==> src/rtl/cpu_wb_pkg.sv <==
// Shared types and defaults for the writeback datapath blocks.
package cpu_wb_pkg;

    localparam int unsigned DEFAULT_DATA_WID = 32;

    typedef enum logic [1:0] {
        IDLE = 2'd0,
        CALC = 2'd1,
        DONE = 2'd2
    } mul_state_t;

endpackage

==> src/rtl/cpu_wb_seq_multiplier_if.sv <==
// Operand and product handshakes of the sequential multiplier.
interface cpu_wb_seq_multiplier_if
    import cpu_wb_pkg::*;
#(
    parameter int unsigned DATA_WID = DEFAULT_DATA_WID
);

    logic                    in_valid;
    logic                    in_ready;
    logic [DATA_WID-1:0]     in_a;
    logic [DATA_WID-1:0]     in_b;
    logic                    out_valid;
    logic                    out_ready;
    logic [2*DATA_WID-1:0]   out_product;
    logic                    busy;

    modport master (
        output in_valid, in_a, in_b, out_ready,
        input  in_ready, out_valid, out_product, busy
    );

    modport slave (
        input  in_valid, in_a, in_b, out_ready,
        output in_ready, out_valid, out_product, busy
    );

endinterface

==> src/rtl/cpu_wb_cla_adder.sv <==
// Combinational carry-lookahead adder built from 4-bit lookahead groups.
module cpu_wb_cla_adder
    import cpu_wb_pkg::*;
#(
    parameter int unsigned DATA_WID = DEFAULT_DATA_WID
) (
    input  logic [DATA_WID-1:0] in1,
    input  logic [DATA_WID-1:0] in2,
    input  logic                carry_in,
    output logic [DATA_WID-1:0] sum,
    output logic                carry_out
);

    localparam int unsigned GRP_WID = 4;
    localparam int unsigned NUM_GRP = (DATA_WID + GRP_WID - 1) / GRP_WID;
    localparam int unsigned PAD_WID = NUM_GRP * GRP_WID;

    logic [PAD_WID-1:0] gen;
    logic [PAD_WID-1:0] prop;
    logic [PAD_WID:0]   carry_vec;

    // Padding bits have gen=prop=0, so they never disturb the real carries.
    assign gen  = PAD_WID'(in1 & in2);
    assign prop = PAD_WID'(in1 ^ in2);

    // Full lookahead inside each group; group carries chain between groups.
    always_comb begin
        carry_vec    = '0;
        carry_vec[0] = carry_in;
        for (int unsigned g = 0; g < NUM_GRP; g++) begin
            carry_vec[GRP_WID*g + 1] = gen[GRP_WID*g]
                                     | (prop[GRP_WID*g] & carry_vec[GRP_WID*g]);
            carry_vec[GRP_WID*g + 2] = gen[GRP_WID*g + 1]
                                     | (prop[GRP_WID*g + 1] & gen[GRP_WID*g])
                                     | (prop[GRP_WID*g + 1] & prop[GRP_WID*g]
                                        & carry_vec[GRP_WID*g]);
            carry_vec[GRP_WID*g + 3] = gen[GRP_WID*g + 2]
                                     | (prop[GRP_WID*g + 2] & gen[GRP_WID*g + 1])
                                     | (prop[GRP_WID*g + 2] & prop[GRP_WID*g + 1]
                                        & gen[GRP_WID*g])
                                     | (prop[GRP_WID*g + 2] & prop[GRP_WID*g + 1]
                                        & prop[GRP_WID*g] & carry_vec[GRP_WID*g]);
            carry_vec[GRP_WID*g + 4] = gen[GRP_WID*g + 3]
                                     | (prop[GRP_WID*g + 3] & gen[GRP_WID*g + 2])
                                     | (prop[GRP_WID*g + 3] & prop[GRP_WID*g + 2]
                                        & gen[GRP_WID*g + 1])
                                     | (prop[GRP_WID*g + 3] & prop[GRP_WID*g + 2]
                                        & prop[GRP_WID*g + 1] & gen[GRP_WID*g])
                                     | (prop[GRP_WID*g + 3] & prop[GRP_WID*g + 2]
                                        & prop[GRP_WID*g + 1] & prop[GRP_WID*g]
                                        & carry_vec[GRP_WID*g]);
        end
    end

    assign sum       = in1 ^ in2 ^ carry_vec[DATA_WID-1:0];
    assign carry_out = carry_vec[DATA_WID];

endmodule

==> src/rtl/cpu_wb_seq_multiplier.sv <==
// Unsigned radix-2 shift-and-add multiplier, one multiplier bit per cycle,
// with valid/ready handshakes on the operand and product sides.
module cpu_wb_seq_multiplier
    import cpu_wb_pkg::*;
#(
    parameter int unsigned DATA_WID = DEFAULT_DATA_WID
) (
    input  logic                    clk,
    input  logic                    rst_n,
    cpu_wb_seq_multiplier_if.slave  bus
);

    localparam int unsigned CNT_WID  = $clog2(DATA_WID);
    localparam int unsigned PROD_WID = 2 * DATA_WID;
    localparam logic [CNT_WID-1:0] LAST_ITER = CNT_WID'(DATA_WID - 1);

    mul_state_t            state_q;
    mul_state_t            next_state;
    logic [CNT_WID-1:0]    counter_q;
    logic [DATA_WID-1:0]   acc_hi_q;
    logic [DATA_WID-1:0]   mul_lo_q;
    logic [DATA_WID-1:0]   mcand_q;
    logic                  out_valid_q;
    logic [PROD_WID-1:0]   out_product_q;
    logic                  in_ready_q;
    logic                  busy_q;

    logic [DATA_WID-1:0]   addend;
    logic [DATA_WID-1:0]   add_sum;
    logic                  add_carry;
    logic [PROD_WID-1:0]   shifted;
    logic                  last_iter;

    assign addend    = mul_lo_q[0] ? mcand_q : '0;
    assign last_iter = (counter_q == LAST_ITER);

    cpu_wb_cla_adder #(
        .DATA_WID (DATA_WID)
    ) u_adder (
        .in1       (acc_hi_q),
        .in2       (addend),
        .carry_in  (1'b0),
        .sum       (add_sum),
        .carry_out (add_carry)
    );

    // {carry, sum, mul_lo} shifted right by one; the dropped LSB is the consumed multiplier bit.
    assign shifted = {add_carry, add_sum, mul_lo_q[DATA_WID-1:1]};

    // State register.
    always_ff @(posedge clk) begin
        if (!rst_n) begin
            state_q <= IDLE;
        end else begin
            state_q <= next_state;
        end
    end

    // Next-state logic.
    always_comb begin
        next_state = state_q;
        unique case (state_q)
            IDLE: if (bus.in_valid) next_state = CALC;
            CALC: if (last_iter) next_state = DONE;
            DONE: if (bus.out_ready) next_state = IDLE;
            default: next_state = IDLE;
        endcase
    end

    // Datapath and registered handshake outputs.
    always_ff @(posedge clk) begin
        if (!rst_n) begin
            counter_q     <= '0;
            acc_hi_q      <= '0;
            mul_lo_q      <= '0;
            mcand_q       <= '0;
            out_valid_q   <= 1'b0;
            out_product_q <= '0;
            in_ready_q    <= 1'b1;
            busy_q        <= 1'b0;
        end else begin
            in_ready_q <= (next_state == IDLE);
            busy_q     <= (next_state != IDLE);
            unique case (state_q)
                IDLE: begin
                    if (bus.in_valid) begin
                        mcand_q   <= bus.in_a;
                        mul_lo_q  <= bus.in_b;
                        acc_hi_q  <= '0;
                        counter_q <= '0;
                    end
                end
                CALC: begin
                    acc_hi_q  <= shifted[PROD_WID-1:DATA_WID];
                    mul_lo_q  <= shifted[DATA_WID-1:0];
                    counter_q <= counter_q + CNT_WID'(1);
                    if (last_iter) begin
                        out_product_q <= shifted;
                        out_valid_q   <= 1'b1;
                    end
                end
                DONE: begin
                    if (bus.out_ready) out_valid_q <= 1'b0;
                end
                default: begin
                    out_valid_q <= 1'b0;
                end
            endcase
        end
    end

    assign bus.in_ready    = in_ready_q;
    assign bus.busy        = busy_q;
    assign bus.out_valid   = out_valid_q;
    assign bus.out_product = out_product_q;

endmodule

==> src/flat_wrapper.sv <==
// flat-port wrapper written by rule: the top's interface ports become plain ports
module cpu_wb_seq_multiplier_flat import cpu_wb_pkg::*;
#(
    parameter int unsigned DATA_WID = DEFAULT_DATA_WID
)
  (clk, rst_n, bus_in_valid, bus_in_a, bus_in_b, bus_out_ready, bus_in_ready, bus_out_valid, bus_out_product, bus_busy);
  cpu_wb_seq_multiplier_if #(.DATA_WID(DATA_WID)) bus_i ();
  input  logic clk;
  input  logic rst_n;
  input wire logic [$bits(bus_i.in_valid)-1:0] bus_in_valid;
  input wire logic [$bits(bus_i.in_a)-1:0] bus_in_a;
  input wire logic [$bits(bus_i.in_b)-1:0] bus_in_b;
  input wire logic [$bits(bus_i.out_ready)-1:0] bus_out_ready;
  output wire logic [$bits(bus_i.in_ready)-1:0] bus_in_ready;
  output wire logic [$bits(bus_i.out_valid)-1:0] bus_out_valid;
  output wire logic [$bits(bus_i.out_product)-1:0] bus_out_product;
  output wire logic [$bits(bus_i.busy)-1:0] bus_busy;
  assign bus_i.in_valid = bus_in_valid;
  assign bus_i.in_a = bus_in_a;
  assign bus_i.in_b = bus_in_b;
  assign bus_i.out_ready = bus_out_ready;
  assign bus_in_ready = bus_i.in_ready;
  assign bus_out_valid = bus_i.out_valid;
  assign bus_out_product = bus_i.out_product;
  assign bus_busy = bus_i.busy;
  cpu_wb_seq_multiplier #(.DATA_WID(DATA_WID)) u_core (.clk(clk), .rst_n(rst_n), .bus(bus_i));
endmodule
==> config.mk <==
export PLATFORM = sky130hd
export DESIGN_NAME = cpu_wb_seq_multiplier_flat
export DESIGN_NICKNAME = d
export VERILOG_FILES = /design/src/rtl/cpu_wb_pkg.sv /design/src/rtl/cpu_wb_seq_multiplier_if.sv /design/src/rtl/cpu_wb_cla_adder.sv /design/src/rtl/cpu_wb_seq_multiplier.sv /design/src/flat_wrapper.sv
export SDC_FILE = /design/constraint.sdc
export NUM_CORES = 1
export LEC_CHECK = 0
export CAP_MARGIN = 20
export CORE_AREA = 3 3 126 128
export CTS_CLUSTER_DIAMETER = 80
export DETAILED_ROUTE_END_ITERATION = 10
export DIE_AREA = 0 0 129 131
export GPL_TIMING_DRIVEN = 0
export MAX_ROUTING_LAYER = met4
export PLACE_DENSITY = 0.78
export SLEW_MARGIN = 15
export SYNTH_ARGS = -nofsm -noshare
export SYNTH_HDL_FRONTEND = slang
export SYNTH_SLANG_ARGS = --single-unit
==> constraint.sdc <==
create_clock -name clk -period 3.6 [get_ports clk]
set_input_delay 0.36 -clock clk [delete_from_list [all_inputs] [get_ports clk]]
set_output_delay 0.36 -clock clk [all_outputs]
set_load 0.01 [all_outputs]
==> flow_summary.json <==
{
  "fin_skew_ns": 0.00935,
  "synth_top_cells_by_count": "nand2_1, dfxtp_1, a21boi_0, o21ai_0, clkbuf_1",
  "ys_ff_latch": 170,
  "ys_seq_area_share_pct": 43.8,
  "num_vias": 7145,
  "cts_num_sinks": 170,
  "drive_above_1_share_pct": 4.77,
  "clkPwrFrac_pct": 44.3,
  "regToRegStartpoint": "u_core.mul_lo_q[0]$_SDFFE_PN0P_",
  "synth_mux_area_share_pct": 0,
  "maxSlewHeadroom_pct": 51.2,
  "postSynthCellCount": 924,
  "slowest_delay_ns": 0.42,
  "cts_tree": "built",
  "clockBufferDepth": 2,
  "synth_warnings": 0,
  "n_fill_cell": 1242,
  "overflow": 0,
  "layout.nets": 1189,
  "core_um2": 15000,
  "slowest_stage": "dfxtp_2",
  "io_pins": 135,
  "drcViolationCount": 0,
  "synth_top_area_cell": "dfxtp_1",
  "period_share_pct": 96.3,
  "combPwrFrac_pct": 8.8,
  "antenna_cells": 0,
  "hold_viol": 0,
  "synth-xor-area-share_pct": 2.14,
  "holdPathEnd": "u_core.mul_lo_q[1]$_SDFFE_PN0P_",
  "holdWs_ns": 0.358,
  "synthFlopType": "dfxtp_1",
  "reg2regPathDepth": 14,
  "crit_fanout": 10,
  "grt_pass1_wl_mm": 34.7,
  "dieArea_um2": 16900,
  "routed_wl_mm": 22.1,
  "async_reset_ff_share_pct": 0,
  "grt_use_total_pct": 27.0,
  "ys_top_cells_by_area": "dfxtp_1, nand2_1, a21boi_0",
  "p_seq_share_pct": 46.9,
  "cts_buffers": 17,
  "numPlacedInstances": 1245,
  "synthAdderAreaFrac_pct": 7.54,
  "power_switching_mw": 1.01,
  "start_kind": "flop",
  "synth-edff-count": 0,
  "cp.arrival_ns": 3.80,
  "globalplace.congestion": 0.973,
  "synth_nets": 1034,
  "power_per_cell_area_nw_per_um2": 422,
  "detail-route-antenna-nets": 0,
  "final_cells": 1279,
  "critPathRequiredTime_ns": 3.93,
  "finalSetupViolCount": 0,
  "yosysTopAreaCellShare_pct": 43.8,
  "grt_max_degree": 17,
  "holdPathStages": 3,
  "ir_drop_v": 0.000323,
  "die_h_um": 131,
  "die_w_um": 129,
  "path_clk_slew_ns": 0.07,
  "io_buffers": 133,
  "yosys.area_share.simple_pct": 18.5,
  "syn_to_final_growth_pct": 29.6,
  "synth.most_common_cell": "nand2_1",
  "leakage_nw": 3.84,
  "initial_core_util_pct": 51.9,
  "synth_top_family_by_area": "compound AO/OA/AOI/OAI gates",
  "end_kind": "flop",
  "r2r_setup_slack_ns": 0.13,
  "antenna_found_initial": 0,
  "r2r-end": "u_core.acc_hi_q[28]$_SDFFE_PN0P_",
  "cts_htree_levels": 4,
  "hold_path.class": "input pin to flop",
  "timing.fmax_mhz": 288,
  "maxSlewViolCount": 0,
  "drtIter0Drc": 642,
  "min_period_ns": 3.47,
  "internal-power_mw": 3.24,
  "worstHoldStart": "rst_n",
  "ys_types": 46,
  "cap_violations": 0,
  "status": "complete, no violations",
  "wire_per_inst_um": 17.3,
  "grt_pass1_vias": 6838,
  "dr.pass1.iters": 6,
  "viasPerCell": 5.59,
  "worstMarginPinSlew_ns": 0.731,
  "switching_share_pct": 23.7,
  "path_cells": "buf_4 > and2_1 > ha_4 > and3_1 > a221o_2 > a311oi_2 > a211o_1 > o31ai_4 > nand3_1 > nand2_1 > fa_2 > xnor2_2 > nor2_1 > o21a_1",
  "syn_avg_cell_area_um2": 8.41,
  "clock_latency_ns": 0.43,
  "place_hpwl_mm": 15.8,
  "rows": 45,
  "netlist_area_um2": 7770,
  "synth_compound_area_share_pct": 24.1,
  "crit_type": "flop to flop",
  "cts_root_buffer": "clkbuf_16"
}
==> cell families after synthesis <==
logic type               after synthesis
AND/OR/NAND/NOR                      326
AO/OA/AOI/OAI                        287
flip-flops                           170
buffers and inverters                 80
adder cells (fa/ha/maj)               42
XOR/XNOR                              19
==> power groups by stage <==
stage / logic (mW) / clock network, mW / registers (mW)
6_report: 0.372 / 1.88 / 1.99
4_1_cts: 0.367 / 1.90 / 1.99
2_1_floorplan: 0.206 / 0 / 2.02
3_3_place_gp: 0.356 / 0 / 2.03
5_1_grt: 0.409 / 1.98 / 2.00
3_5_place_dp: 0.361 / 0 / 2.03
==> critical path, delay by kind of cell, from the launching register on <==
family,cells,cell delay [ns]
flops,1,0.42
buf+inv,1,0.19
xor+xnor,1,0.16
compound gates,5,1.35
simple gates,5,0.63
fa+ha+maj,2,0.61
==> stage by stage <==
stage                     cell area (µm²)  setup slack [ns]  TNS, ns  power, mW  utilization (%)
final                               10100             0.132        0       4.25             67.2
after global routing                10100           -0.0261  -0.0407       4.39             67.2
after CTS                            9990          0.000636        0       4.25             66.7
after detailed placement             9340            -0.583    -4.91       2.39             62.3
after global placement               9340            -0.543    -3.49       2.39             62.3
after floorplan                      7770             0.313        0       2.22                -
==> timing repair <==
item	in CTS	in global routing
hold buffers	0	0
resized for setup	9	14
endpoints found under the hold margin	0	0
setup endpoints to repair	30	4
pin swaps	2	4
cloned	0	0
buffers inserted	1	2
==> cells in the final DEF (no fill, tap or decap), types with 3 or more instances in the layout <==
cell	synthesis	routed
bufinv_16	0	3
nand2_1	215	215
inv_1	18	18
buf_1	5	5
xor2_1	6	6
buf_4	0	4
fa_1	8	7
a32o_1	3	3
ha_4	0	3
a21oi_1	49	49
a22oi_1	13	13
nor2_1	16	16
and2_1	42	42
o211a_1	9	9
clkdlybuf4s50_1	0	133
clkbuf_1	56	55
o21ai_0	67	67
nand3_1	16	16
nand4_1	5	5
o22ai_1	32	32
or3_1	3	3
a21boi_0	81	80
ha_1	34	31
xnor2_1	13	12
o21a_1	6	6
and3_1	6	6
nor3_1	6	6
dfxtp_1	170	169
nor2b_1	14	14
clkinv_4	0	3
a21o_1	6	6
clkinvlp_4	0	3
clkbuf_16	0	17
==> state kept, by name, indices dropped and copies added (netlist names) <==
| signal | count |
|---|---|
| u_core.mul_lo_q | 32 |
| u_core.bus.in_ready | 1 |
| u_core.bus.out_valid | 1 |
| u_core.counter_q | 5 |
| u_core.acc_hi_q | 32 |
| u_core.state_q | 2 |
| u_core.mcand_q | 32 |
| u_core.bus.out_product | 64 |
| u_core.bus.busy | 1 |
==> worst max path at each step <==
stage          slack (ns)  cells past startpoint                            start                               end
6_report             0.13                     14  u_core.mul_lo_q[0]$_SDFFE_PN0P_  u_core.acc_hi_q[28]$_SDFFE_PN0P_
5_1_grt             -0.03                     15  u_core.mul_lo_q[0]$_SDFFE_PN0P_  u_core.acc_hi_q[28]$_SDFFE_PN0P_
4_1_cts            0.0006                     14  u_core.mul_lo_q[0]$_SDFFE_PN0P_  u_core.acc_hi_q[28]$_SDFFE_PN0P_
3_5_place_dp        -0.58                     15  u_core.mul_lo_q[0]$_SDFFE_PN0P_  u_core.acc_hi_q[28]$_SDFFE_PN0P_
3_3_place_gp        -0.54                     15  u_core.mul_lo_q[0]$_SDFFE_PN0P_  u_core.acc_hi_q[28]$_SDFFE_PN0P_
2_1_floorplan        0.31                     14  u_core.mul_lo_q[0]$_SDFFE_PN0P_  u_core.acc_hi_q[28]$_SDFFE_PN0P_
==> routing by layer <==
metal | GRT usage, % | vias to the layer above | share of wire (%)
met3 | 4.47 | 62 | 6.4
met5 | - | - | 0
met4 | 12.4 | 0 | 4.0
met2 | 41.8 | 272 | 46
li1 | - | 3492 | -
met1 | 34.8 | 3319 | 43
==> final cells by class <==
class | count | area [µm²] | share of cell area, %
buffer | 61 | 238 | 2.36
clock buffer | 21 | 460 | 4.57
clock inverter | 10 | 144 | 1.43
inverter | 19 | 71.3 | 0.708
multi-input combinational | 674 | 4160 | 41.3
sequential | 170 | 3400 | 33.8
tap | 188 | 235 | 2.34
timing repair buffer | 136 | 1350 | 13.4
Note: power is estimated with default switching activity, not from simulation.
==> patch 1, RTL diff (same settings) <==
Change the package constant `DEFAULT_DATA_WID` from 32 to 128.
--- a/src/rtl/cpu_wb_pkg.sv
+++ b/src/rtl/cpu_wb_pkg.sv
@@ -1,7 +1,7 @@
 // Shared types and defaults for the writeback datapath blocks.
 package cpu_wb_pkg;
 
-    localparam int unsigned DEFAULT_DATA_WID = 32;
+    localparam int unsigned DEFAULT_DATA_WID = 128;
 
     typedef enum logic [1:0] {
         IDLE = 2'd0,
Interface: changed (resized bus_in_a, bus_in_b and bus_out_product); port bits go from 135 to 519. No check against the original RTL was run, so the function may have changed too.
==> patch 1 against the original RTL <==
The run now fails in global placement without I/O. Synthesized area grew to 3.8 times the old value.
==> patch 1: results (changes against the original RTL) <==
status: "stopped before the end"
haltStage: "global placement without I/O"
tool.error: "[ERROR GPL-0301] Utilization 224.822 % exceeds 100%."
ys_seq_area_frac: 0.4402  # +0.002147
yosys_warnings: 0  # unchanged
ys_top_cells_by_count: "nand2_1, dfxtp_1, a21oi_1"
synthDistinctLibCells: 77  # +67%
ys_async_sr_fraction: 0  # unchanged
synth_nets: 4126  # +300%
ys.flop_type: "dfxtp_1"
ys_ff_latch: 652  # +280%
syn_area_per_cell_um2: 8.004  # -4.8%
synth_area_leaders: "dfxtp_1, a21oi_1, nand2_1"
==> patch 1: cell count changes after synthesis, sizes merged, moves of 130 or more <==
| cell | delta |
|---|---|
| dfxtp | +482 |
| a21oi | +517 |
| clkbuf | +194 |
| o21ai | +130 |
| nor2 | +306 |
| nand2 | +487 |
==> patch 1: cell families after synthesis <==
family,Yosys count,synth area share
compound gates,1153,0.2268
flops,652,0.4402
buf+inv,358,0.04544
xor+xnor,78,0.02304
fa+ha+maj,161,0.07603
mux,3,0.001013
simple gates,1300,0.1875
==> patch 2, RTL diff (same settings) <==
Without the edit above. Re-encode `mul_state_t` (3 states) as one-hot, 3 bits wide.
--- a/src/rtl/cpu_wb_pkg.sv
+++ b/src/rtl/cpu_wb_pkg.sv
@@ -3,10 +3,10 @@
 
     localparam int unsigned DEFAULT_DATA_WID = 32;
 
-    typedef enum logic [1:0] {
-        IDLE = 2'd0,
-        CALC = 2'd1,
-        DONE = 2'd2
+    typedef enum logic [2:0] {
+        IDLE = 3'b001,
+        CALC = 3'b010,
+        DONE = 3'b100
     } mul_state_t;
 
 endpackage
Behaviour: same outputs for any inputs over 10 cycles, from zero or initial values and one cycle with rst_n low; not proved beyond that.
==> patch 2 against the original RTL <==
Final area up 0.42%. Synthesized cell count up 6.2%. Final cell count rose by 4.6%. Largest power group unchanged. Worst setup slack better by 0.033 ns. Synthesized area up 0.72%. First-iteration DRC count fell by 0.78%. Sequential cell count is 1 higher. Power is 0.25% lower. Routed wire length grew 2.4%.
==> patch 2: results (changes against the original RTL) <==
wirelength_mm: 22.68  # +2.4%
vias: 7519  # +5.2%
cell_internal_pwr_mw: 3.204  # -1.1%
slew_headroom: 0.4753  # -0.03708
nNetsFinal: 1247  # +4.9%
hold_start: "u_core.mcand_q[28]"
drive_gt1_frac: 0.05478  # +0.007120
fin_skew_ns: 0.006051  # -0.003297 ns
critical-path-max-stage-delay_ns: 0.44  # +0.02 ns
peakVddDrop_v: 0.0003448  # +6.8%
period_share: 0.9542  # -0.009235
place_area_um2: 9405  # +0.74%
grt_usage: 0.2750  # +0.005027
p_leak_nw: 3.803  # -0.91%
hold_slack_ns: 0.4519  # +0.09349 ns
wl_met1_mm: 10.01  # +4.7%
place.gp.congestion: 0.9137  # -6.1%
place_ws_ns: -0.5135  # +0.06910 ns
reg2reg_slack_ns: 0.16  # +0.03 ns
ys_top_cells_by_count: "nand2_1, dfxtp_1, a21oi_1"
cts.clk_slew.worst_paths_ns: 0.07  # about the same
slowest_stage: "fa_1"
reg2regPathDepth: 16  # +2
grt_max_degree: 17  # unchanged
cp_max_fo: 10  # unchanged
met2_usage: 0.4238  # +0.005488
synthDistinctLibCells: 56  # +22%
clockPowerShare: 0.450  # +0.007
wl_met3_mm: 1.442  # +1.1%
grtUsageMet1: 0.3538  # +0.006279
drt-pass1-iter-count: 5  # -1
num_antenna_cells: 0  # unchanged
yosys_warnings: 0  # unchanged
hp-class: "reg -> reg"
initialDrtViolationCount: 637  # -0.78%
holdPathEnd: "u_core.mcand_q[28]"
detailed_place_hpwl_mm: 16.28  # +2.8%
ys_seq_area_frac: 0.4374  # -0.0005931
grt_pass1_vias: 7020  # +2.7%
grt_pass1_wl_mm: 35.18  # +1.5%
status: "finished clean"
==> patch 2: cell types whose count changed after synthesis, moves of 9 or more <==
cell and change:
nor2_1 +74, nand2_1 +32, nor2b_1 -9, a31oi_1 +12, a21oi_1 +55, a311oi_1 +32, and2_1 -14, o22ai_1 -31
a21boi_0 -80, o21ai_0 -41, a211oi_1 +11, o211a_1 -9
==> patch 2: timing repair <==
action | 4_1_cts | 5_1_grt
cloned | 0 | 0
setup endpoints to repair | 14 | 11
hold buffers | 0 | 0
setup buffers | 1 | 2
pin swaps | 1 | 4
resized for setup | 6 | 13
==> patch 2: stage by stage <==
| stage | cells | TNS (ns) | power [mW] |
|---|---|---|---|
| CTS | 1336 | 0 | 4.245 |
| finish | 1338 | 0 | 4.236 |
| global placement | 1302 | -2.508 | 2.354 |
| floorplan | 981 | 0 | 2.195 |
| global route | 1338 | -0.02287 | 4.360 |
| detailed placement | 1303 | -2.949 | 2.362 |
==> patch 2: cell families (layout without fill, tap and decap cells) <==
| group | Yosys count | after routing | share of synthesized area |
|---|---|---|---|
| adder cells (fa/ha/maj) | 42 | 42 | 0.07482 |
| AO/OA/AOI/OAI | 235 | 235 | 0.1888 |
| flip-flops | 171 | 171 | 0.4374 |
| buffers and inverters | 89 | 258 | 0.04620 |
| AND/OR/NAND/NOR | 425 | 425 | 0.2315 |
| XOR/XNOR | 19 | 19 | 0.02126 |
==> patch 2: area by class of cell <==
| cell class | count | area, µm² |
|---|---|---|
| clock inverters | 13 | 168.9 |
| multi-input cells | 721 | 4108 |
| fillers | 1305 | 4863 |
| inverters | 23 | 86.33 |
| clock buffers | 19 | 442.9 |
| flip-flops and latches | 171 | 3427 |
| plain buffers | 66 | 284.0 |
| well taps | 188 | 235.2 |
| repair buffers | 137 | 1361 |
